<file path="config.mk">
export PLATFORM = sky130hd
export DESIGN_NAME = demux_dispatch_1x4
export DESIGN_NICKNAME = d
export VERILOG_FILES = /design/src/rtl/demux_pkg.sv /design/src/rtl/demux_1x4.sv /design/src/rtl/demux_chan_reg.sv /design/src/rtl/demux_dispatch_1x4.sv
export SDC_FILE = /design/constraint.sdc
export NUM_CORES = 1
export LEC_CHECK = 0
export CORE_MARGIN = 3
export CORE_UTILIZATION = 42
export DETAILED_ROUTE_END_ITERATION = 8
export PLACE_DENSITY = 0.78
export SLEW_MARGIN = 20
export SYNTH_ARGS = -nofsm -noshare
export SYNTH_HDL_FRONTEND = slang
export SYNTH_SLANG_ARGS = --single-unit
export TNS_END_PERCENT = 5
</file>
<file path="constraint.sdc">
create_clock -name clk -period 1.65 [get_ports clk]
set_input_delay 0.2475 -clock clk [delete_from_list [all_inputs] [get_ports clk]]
set_output_delay 0.2475 -clock clk [all_outputs]
set_load 0.02 [all_outputs]
</file>
<file path="src/rtl/demux_pkg.sv">
// Shared constants and types for the 1x4 dispatch demux.
package demux_pkg;

  localparam int NUM_CH    = 4;
  localparam int SEL_W     = 2;
  localparam int DEF_WIDTH = 8;

  typedef logic [SEL_W-1:0] sel_t;

  // Round-robin successor; the 2-bit width gives the 3 -> 0 wrap for free.
  function automatic sel_t next_ptr(input sel_t p);
    return p + sel_t'(1);
  endfunction

endpackage

</file>
<file path="src/rtl/demux_1x4.sv">
// Combinational 1x4 demux: routes an enable onto one of four one-hot lines.
module demux_1x4
  import demux_pkg::*;
(
  input  logic              i_en,
  input  sel_t              i_sel,
  output logic [NUM_CH-1:0] o_y
);

  genvar gi;
  generate
    for (gi = 0; gi < NUM_CH; gi++) begin : g_line
      // Line gi is driven only when enabled and selected.
      assign o_y[gi] = i_en & (i_sel == sel_t'(gi));
    end
  endgenerate

endmodule

</file>
<file path="src/rtl/demux_chan_reg.sv">
// One output channel: a single data register with its valid flag.
module demux_chan_reg
  import demux_pkg::*;
#(
  parameter int WIDTH = DEF_WIDTH
)(
  input  logic             clk,
  input  logic             rst,
  input  logic             i_load,
  input  logic [WIDTH-1:0] i_data,
  input  logic             i_ready,
  output logic             o_valid,
  output logic [WIDTH-1:0] o_data
);

  logic             r_valid;
  logic [WIDTH-1:0] r_data;

  // Load wins over drain so a same-cycle drain+load keeps valid high with no bubble.
  always_ff @(posedge clk) begin
    if (rst) begin
      r_valid <= 1'b0;
      r_data  <= '0;
    end else if (i_load) begin
      r_valid <= 1'b1;
      r_data  <= i_data;
    end else if (r_valid && i_ready) begin
      r_valid <= 1'b0;
    end
  end

  assign o_valid = r_valid;
  assign o_data  = r_data;

endmodule

</file>
<file path="src/rtl/demux_dispatch_1x4.sv">
// 1-to-4 dispatcher: one upstream stream, four single-entry output channels,
// destination chosen by s or by an internal round-robin pointer.
module demux_dispatch_1x4
  import demux_pkg::*;
#(
  parameter int WIDTH = DEF_WIDTH
)(
  input  logic                    clk,
  input  logic                    rst,
  input  logic [WIDTH-1:0]        in_data,
  input  logic                    in_valid,
  output logic                    in_ready,
  input  logic [SEL_W-1:0]        s,
  input  logic                    rr_en,
  output logic [NUM_CH*WIDTH-1:0] out_data,
  output logic [NUM_CH-1:0]       out_valid,
  input  logic [NUM_CH-1:0]       out_ready,
  output logic [SEL_W-1:0]        rr_ptr,
  output logic                    idle
);

  sel_t              r_rr_ptr;
  sel_t              w_dest;
  logic              w_accept;
  logic [NUM_CH-1:0] w_load;
  logic [NUM_CH-1:0] w_valid;

  // Destination follows rr_en immediately; the pointer itself is untouched by toggling.
  assign w_dest   = rr_en ? r_rr_ptr : s;
  // Space exists if the target is empty or emptying this cycle; never during reset.
  assign in_ready = ~rst & (~w_valid[w_dest] | out_ready[w_dest]);
  assign w_accept = in_valid & in_ready;

  demux_1x4 u_demux (
    .i_en  (w_accept),
    .i_sel (w_dest),
    .o_y   (w_load)
  );

  genvar gi;
  generate
    for (gi = 0; gi < NUM_CH; gi++) begin : g_chan
      demux_chan_reg #(.WIDTH(WIDTH)) u_chan (
        .clk     (clk),
        .rst     (rst),
        .i_load  (w_load[gi]),
        .i_data  (in_data),
        .i_ready (out_ready[gi]),
        .o_valid (w_valid[gi]),
        .o_data  (out_data[gi*WIDTH +: WIDTH])
      );
    end
  endgenerate

  // Round-robin pointer advances only on accepts made in round-robin mode.
  always_ff @(posedge clk) begin
    if (rst) begin
      r_rr_ptr <= '0;
    end else if (w_accept && rr_en) begin
      r_rr_ptr <= next_ptr(r_rr_ptr);
    end
  end

  assign out_valid = w_valid;
  assign rr_ptr    = r_rr_ptr;
  assign idle      = rst | ~(|w_valid);

endmodule

</file>
==> results of run 1 <==
stage by stage:
stage,util [%],setup WS (ns),cells,area [um2]
2_1_floorplan,-,0.0652,144,1480
6_report,74.1,-0.157,271,2370
3_3_place_gp,69.6,-0.764,259,2230
5_1_grt,74.1,-0.227,271,2370
3_5_place_dp,69.6,-0.853,259,2230
4_1_cts,73.0,-0.0889,270,2340
cell families (layout without fill, tap and decap cells):
group | count (synthesis) | in the layout | synth area share [%]
compound gates | 9 | 9 | 3.48
buf+inv | 15 | 98 | 5.18
flops | 38 | 38 | 51.7
mux | 37 | 37 | 25.5
simple gates | 45 | 45 | 14.2
registers in the layout, indices dropped and copies added, names as in the netlist:
register / count
g_chan.u_chan.o_valid: 4
g_chan.u_chan.o_data: 32
rr_ptr: 2
layout make-up:
cell class	count	area [um2]	area share [%]
Timing Repair Buffer	87	797	33.6
Sequential cell	38	762	32.1
Multi-Input combinational cell	91	683	28.8
Tap cell	44	55.1	2.32
Clock buffer	6	51.3	2.16
Clock inverter	2	12.5	0.527
Inverter	3	11.3	0.475
cell usage after synthesis, drive strengths merged:
| library cell | number |
|---|---|
| a21oi | 6 |
| nand2b | 4 |
| nand2 | 1 |
| nand4b | 2 |
| clkbuf | 4 |
| nor2b | 1 |
| inv | 3 |
| or4 | 1 |
| mux2 | 1 |
| o31ai | 1 |
| or3 | 1 |
| nor2 | 33 |
| and4bb | 1 |
| dfxtp | 38 |
| o21ai | 1 |
| nand4 | 1 |
| mux2i | 36 |
| o41ai | 1 |
| buf | 8 |
worst max-delay path, cell delays in order (launching register included):
cell,delay (ns)
sky130_fd_sc_hd__dfxtp_2,0.36
sky130_fd_sc_hd__mux2i_4,0.22
sky130_fd_sc_hd__mux2i_2,0.29
sky130_fd_sc_hd__mux2_4,0.20
sky130_fd_sc_hd__nor2_4,0.03
sky130_fd_sc_hd__buf_6,0.12
layer usage:
layer  GRT usage [%]  vias up  share of wire, %
li1                -      645                 -
met1            22.1      637                41
met2            36.5       53                51
met3            5.81       10               5.5
met4            7.25        0               1.7
met5               0        -                 0
path summary, 6_finish.rpt:
| path | end | slack [ns] | cells past startpoint |
|---|---|---|---|
| max | in_ready | -0.16 | 5 |
| min | g_chan[3].u_chan.o_data[6] | 0.51 | 2 |
| max reg2reg | rr_ptr[1] | 0.01 | 6 |
| min reg2reg | g_chan[3].u_chan.o_data[6] | 0.51 | 2 |
power by group:
part / switching (mW) / leakage, nW / internal [mW]
Combinational: 0.132 / 0.802 / 0.152
Clock: 0.310 / 0.0343 / 0.205
Sequential: 0.0137 / 0.308 / 0.941
timing repair:
action | CTS | global route
pin swaps | 0 | 1
setup buffers | 3 | 1
resized for setup | 22 | 7
setup endpoints to repair | 15 | 9
==> metrics.log, run 1 <==
[metrics] outcome: finished, violations left
[metrics] violated checks: setup timing
[metrics] power per cell area: 739 nW/um2
[metrics] Post-route DRC: 0
[metrics] number of antenna violations at the first check in global routing: 0
[metrics] wirelength, routed: 4.06 mm
[metrics] detailed-routing iteration count for the pre-antenna-repair pass: 4
[metrics] routed vias: 1,345
[metrics] maximum level of the CTS H-tree: 2
[metrics] sum of overflow across all layers after global routing: 0
[metrics] Max clock buf depth: 2
[metrics] leakage power summed over all cells: 1.14 nW
[metrics] global-route wire length before repair: 6.65 mm
[metrics] cell count after synthesis: 144
[metrics] Slew Limit Headroom: 81.1%
[metrics] FMAX: 553 MHz
[metrics] post-synth design cell area: 1470 um2
[metrics] gp weighted congestion: 0.710
[metrics] sequential-to-total area share from yosys stat: 51.7%
[metrics] antenna cells: 0
[metrics] number of vias per cell: 4.96
[metrics] Yosys cell types: 22
[metrics] reg2reg start: rr_ptr[1]
[metrics] Synth top area share: 51.7%
[metrics] clock skew: 0.0119 ns
[metrics] clock root buffer master: sky130_fd_sc_hd__clkbuf_4
[metrics] worst-margin pin slew: 0.282 ns
[metrics] via count of the first global-routing pass: 1,455
[metrics] start-to-end type of the worst setup path: reg2out
[metrics] worst voltage drop across the vdd grid: 0.000673 V
[metrics] arrival time at the worst endpoint: 1.56 ns
[metrics] Die Width: 65.2 um
[metrics] Synthesized Nets: 162
[metrics] largest net degree at the start of global routing: 21
[metrics] Yosys reg bits: 38
[metrics] clock tree from TritonCTS: built
[metrics] critical path required time: 1.40 ns
[metrics] Total Power Consumption: 1.75 mW
[metrics] hold violation count in the final report: 0
[metrics] main area contributors after synthesis: sky130_fd_sc_hd__dfxtp_1, sky130_fd_sc_hd__mux2i_1, sky130_fd_sc_hd__nor2_1
[metrics] Tightest Hold Check Type: reg2reg
[metrics] full die area: 4250 um2
[metrics] hold buffers post-CTS: 0
[metrics] accumulated negative setup slack: -0.157 ns
[metrics] crit path capture type: primary output
[metrics] total core area: 3200 um2
[metrics] port bufs: 57
[metrics] Detail Placement HPWL: 2.86 mm
[metrics] number of clock sinks: 38
[metrics] final critical delay including setup and external delays: 1.81 ns
[metrics] clock latency on the worst-skew pair: 0.34 ns
[metrics] std cell rows: 20
[metrics] remaining antenna violation count after routing: 0
[metrics] kind of start point of the critical path: flip-flop
[metrics] most used cells in the layout excluding fill and tap cells: sky130_fd_sc_hd__clkdlybuf4s50_1, sky130_fd_sc_hd__dfxtp_1, sky130_fd_sc_hd__mux2i_1, sky130_fd_sc_hd__nor2_1, sky130_fd_sc_hd__buf_4
[metrics] final number of setup-violating endpoints: 1
[metrics] count of max-cap constraint violations: 0
[metrics] pins over their slew limit: 0
[metrics] violation count after the first detailed-route iteration: 78
[metrics] layout cell share with drive strength beyond 1: 21.6%
[metrics] Area growth, synth to finish: 61.1%
[metrics] Total Routing Usage GR: 20.1%
[metrics] unrepaired setup endpoints after global routing: yes
[metrics] boundary pin count: 58
[metrics] register clock-pin slew on the reported worst setup and hold paths: 0.12 ns
[metrics] starting density of the core: 46.0%
[metrics] worst hold slack: 0.509 ns
[metrics] mean instance size in the synthesized netlist: 10.2 um2
[metrics] critical path startpoint: rr_ptr[1]
[metrics] largest area contributor in the synthesized netlist: sky130_fd_sc_hd__dfxtp_1
[metrics] Final Worst Setup Slack: -0.157 ns
[metrics] fill cell instance count of the final layout: 259
[metrics] leading cell type in the layout, fill and taps excluded: sky130_fd_sc_hd__clkdlybuf4s50_1
[metrics] Warnings, synthesis: 0
[metrics] Chip Height: 65.2 um
[metrics] Routed wire per std cell: 15.0 um
[metrics] Worst Min Path Start: g_chan[3].u_chan.o_data[6]
[metrics] total clock buffers created by CTS: 5
[metrics] fin crit share: 110%
[metrics] Final #Nets: 244
[metrics] Max Fanout on Critical Path: 3
No activity file was read; power rests on OpenSTA's default activity.
==> run 2: changes to the inputs <==
- REMOVE_ABC_BUFFERS: unset -> 1
==> run 2 against run 1 <==
The run still ends with setup timing left. Via count shrank 2.5%. Die area is the same. Sequential cell count is the same. Clock skew grew 0.0011 ns. Maximum frequency grew 0.97%. Sequential power is essentially flat. Count of clock-buffer cells in the layout is the same. Routed wire length shrank 3.4%. Global-route usage shrank 0.38 points.
==> metrics.log, run 2 (synthesis results as in run 1) <==
[metrics] count of max-cap constraint violations: 0 (unchanged)
[metrics] number of flip-flops under the largest register name: 32 (unchanged)
[metrics] maximum level of the CTS H-tree: 2 (unchanged)
[metrics] final design utilization: 72.9% (was 74.1%)
[metrics] Max Fanout on Critical Path: 3 (unchanged)
[metrics] pins over their slew limit: 0 (unchanged)
[metrics] start-to-end type of the worst setup path: reg2out (unchanged)
[metrics] violated checks: setup timing (unchanged)
[metrics] layout cell share with drive strength beyond 1: 19.6% (was 21.6%)
[metrics] clock root buffer master: sky130_fd_sc_hd__clkbuf_4 (unchanged)
[metrics] clock latency on the worst-skew pair: 0.34 ns (about the same)
[metrics] Slew Limit Headroom: 83.5% (was 81.1%)
[metrics] antenna cells: 0 (unchanged)
[metrics] clock skew: 0.0131 ns (was 0.0119 ns)
[metrics] critical path required time: 1.40 ns (about the same)
[metrics] Chip Height: 65.2 um (unchanged)
[metrics] share of power burned in the clock network: 29.7% (was 29.4%)
[metrics] final critical delay including setup and external delays: 1.79 ns (was 1.81 ns)
[metrics] most used cells in the layout excluding fill and tap cells: sky130_fd_sc_hd__clkdlybuf4s50_1, sky130_fd_sc_hd__dfxtp_1, sky130_fd_sc_hd__mux2i_1, sky130_fd_sc_hd__nor2_1, sky130_fd_sc_hd__buf_4 (unchanged)
[metrics] detailed-routing iteration count for the pre-antenna-repair pass: 4 (unchanged)
[metrics] clock tree from TritonCTS: built (unchanged)
[metrics] starting density of the core: 46.0% (unchanged)
[metrics] DP Cell Count: 257 (was 259)
[metrics] Final Worst Setup Slack: -0.140 ns (was -0.157 ns)
[metrics] Tightest Hold Check Type: reg2reg (unchanged)
[metrics] switching part of the total power: 26.2% (was 26.0%)
[metrics] worst hold slack: 0.503 ns (was 0.509 ns)
[metrics] Detail Placement HPWL: 2.88 mm (was 2.86 mm)
[metrics] Max clock buf depth: 2 (unchanged)
[metrics] port bufs: 57 (unchanged)
[metrics] std cell rows: 20 (unchanged)
[metrics] final number of setup-violating endpoints: 2 (was 1)
[metrics] crit path capture type: primary output (unchanged)
[metrics] Routed wire per std cell: 14.6 um (was 15.0 um)
[metrics] fill cell instance count of the final layout: 265 (was 259)
[metrics] Final #Nets: 241 (was 244)
[metrics] kind of start point of the critical path: flip-flop (unchanged)
[metrics] number of vias per cell: 4.90 (was 4.96)
[metrics] internal power consumption: 1.29 mW (was 1.30 mW)
[metrics] number of antenna violations at the first check in global routing: 0 (unchanged)
[metrics] Total Routing Usage GR: 19.7% (was 20.1%)
[metrics] net switching power of the design: 0.459 mW (was 0.456 mW)
[metrics] power per cell area: 750 nW/um2 (was 739 nW/um2)
[metrics] register clock-pin slew on the reported worst setup and hold paths: 0.12 ns (about the same)
[metrics] sum of overflow across all layers after global routing: 0 (unchanged)
[metrics] total clock buffers created by CTS: 5 (unchanged)
[metrics] violation count after the first detailed-route iteration: 64 (was 78)
[metrics] worst slack at placement: -0.816 ns (was -0.853 ns)
[metrics] combinational group share of total power: 15.8% (was 16.2%)
[metrics] Area growth, synth to finish: 58.5% (was 61.1%)
[metrics] remaining antenna violation count after routing: 0 (unchanged)
[metrics] Post-route DRC: 0 (unchanged)
[metrics] via count of the first global-routing pass: 1,378 (was 1,455)
[metrics] outcome: finished, violations left (unchanged)
[metrics] worst-margin pin slew: 0.241 ns (was 0.282 ns)
[metrics] wirelength, routed: 3.92 mm (was 4.06 mm)
[metrics] number of clock sinks: 38 (unchanged)
[metrics] Cell Count, Final, Fillers Out: 268 (was 271)
[metrics] largest net degree at the start of global routing: 21 (unchanged)
[metrics] global-route wire length before repair: 6.42 mm (was 6.65 mm)
[metrics] Seq pwr share: 54.5% (was 54.4%)
[metrics] worst voltage drop across the vdd grid: 0.000474 V (was 0.000673 V)
[metrics] boundary pin count: 58 (unchanged)
[metrics] gp weighted congestion: 0.675 (was 0.710)
[metrics] Total Power Consumption: 1.75 mW (about the same)
[metrics] full die area: 4250 um2 (unchanged)
[metrics] unrepaired setup endpoints after global routing: yes (unchanged)
[metrics] fin crit share: 108% (was 110%)
[metrics] Die Width: 65.2 um (unchanged)
[metrics] leading cell type in the layout, fill and taps excluded: sky130_fd_sc_hd__clkdlybuf4s50_1 (unchanged)
[metrics] FMAX: 559 MHz (was 553 MHz)
[metrics] hold buffers post-CTS: 0 (unchanged)
[metrics] leakage power summed over all cells: 1.10 nW (was 1.14 nW)
[metrics] hold violation count in the final report: 0 (unchanged)
[metrics] arrival time at the worst endpoint: 1.54 ns (was 1.56 ns)
[metrics] total core area: 3200 um2 (unchanged)
[metrics] routed vias: 1,312 (was 1,345)
-- run 2: worst max-delay path, cell delays in order (launching register included) --
cell,delay [ns]
sky130_fd_sc_hd__dfxtp_2,0.36
sky130_fd_sc_hd__mux2i_4,0.21
sky130_fd_sc_hd__mux2i_1,0.13
sky130_fd_sc_hd__mux2_4,0.30
sky130_fd_sc_hd__nor2_4,0.08
sky130_fd_sc_hd__buf_6,0.12
-- run 2: worst paths after layout --
path	start	end	slack, ns	cells after the start
max	rr_ptr[1]	in_ready	-0.14	5
max reg2reg	rr_ptr[1]	rr_ptr[1]	-0.08	7
min	g_chan[3].u_chan.o_data[4]	g_chan[3].u_chan.o_data[4]	0.50	2
min reg2reg	g_chan[3].u_chan.o_data[4]	g_chan[3].u_chan.o_data[4]	0.50	2
-- run 2: layer usage --
metal / part of all wire, % / vias up / track usage, %
li1: - / 640 / -
met1: 44 / 610 / 23.2
met2: 46 / 54 / 32.6
met3: 8.9 / 8 / 7.69
met4: 1.7 / 0 / 6.99
met5: 0 / - / 0
-- run 2: timing repair --
| item | in CTS | in global routing |
|---|---|---|
| resized for setup | 20 | 6 |
| setup endpoints to repair | 9 | 4 |
| pin swaps | 1 | 2 |
| setup buffers | 2 | 1 |
-- run 2: stage by stage --
step	area, um2	TNS (ns)
final	2330	-0.216
after CTS	2300	-0.130
after global routing	2330	-0.319
after detailed placement	2230	-12.20
after floorplan	1410	-0.00816
after global placement	2230	-9.80
-- run 2: final cells by class --
type,instances,area (um2),share of cell area [%]
clock buffer,6,51.3,2.20
clock inverter,2,12.5,0.536
inverter,3,11.3,0.482
multi-input combinational,91,667,28.6
sequential,38,762,32.6
tap,44,55.1,2.36
timing repair buffer,84,776,33.2
-- run 2: power groups by stage --
stage                     clock [mW]  sequential, mW  combinational (mW)
after floorplan                    0            1.00              0.0736
after global placement             0           0.973               0.262
after detailed placement           0           0.974               0.269
after CTS                      0.527           0.955               0.270
after global routing           0.572           0.958               0.295
final                          0.521           0.954               0.276
==> run 3: changes to the inputs <==
- REMOVE_ABC_BUFFERS: 1 -> unset
==> results of run 3 <==
No change in the layout: final DEF, timing and power equal those of run 1.
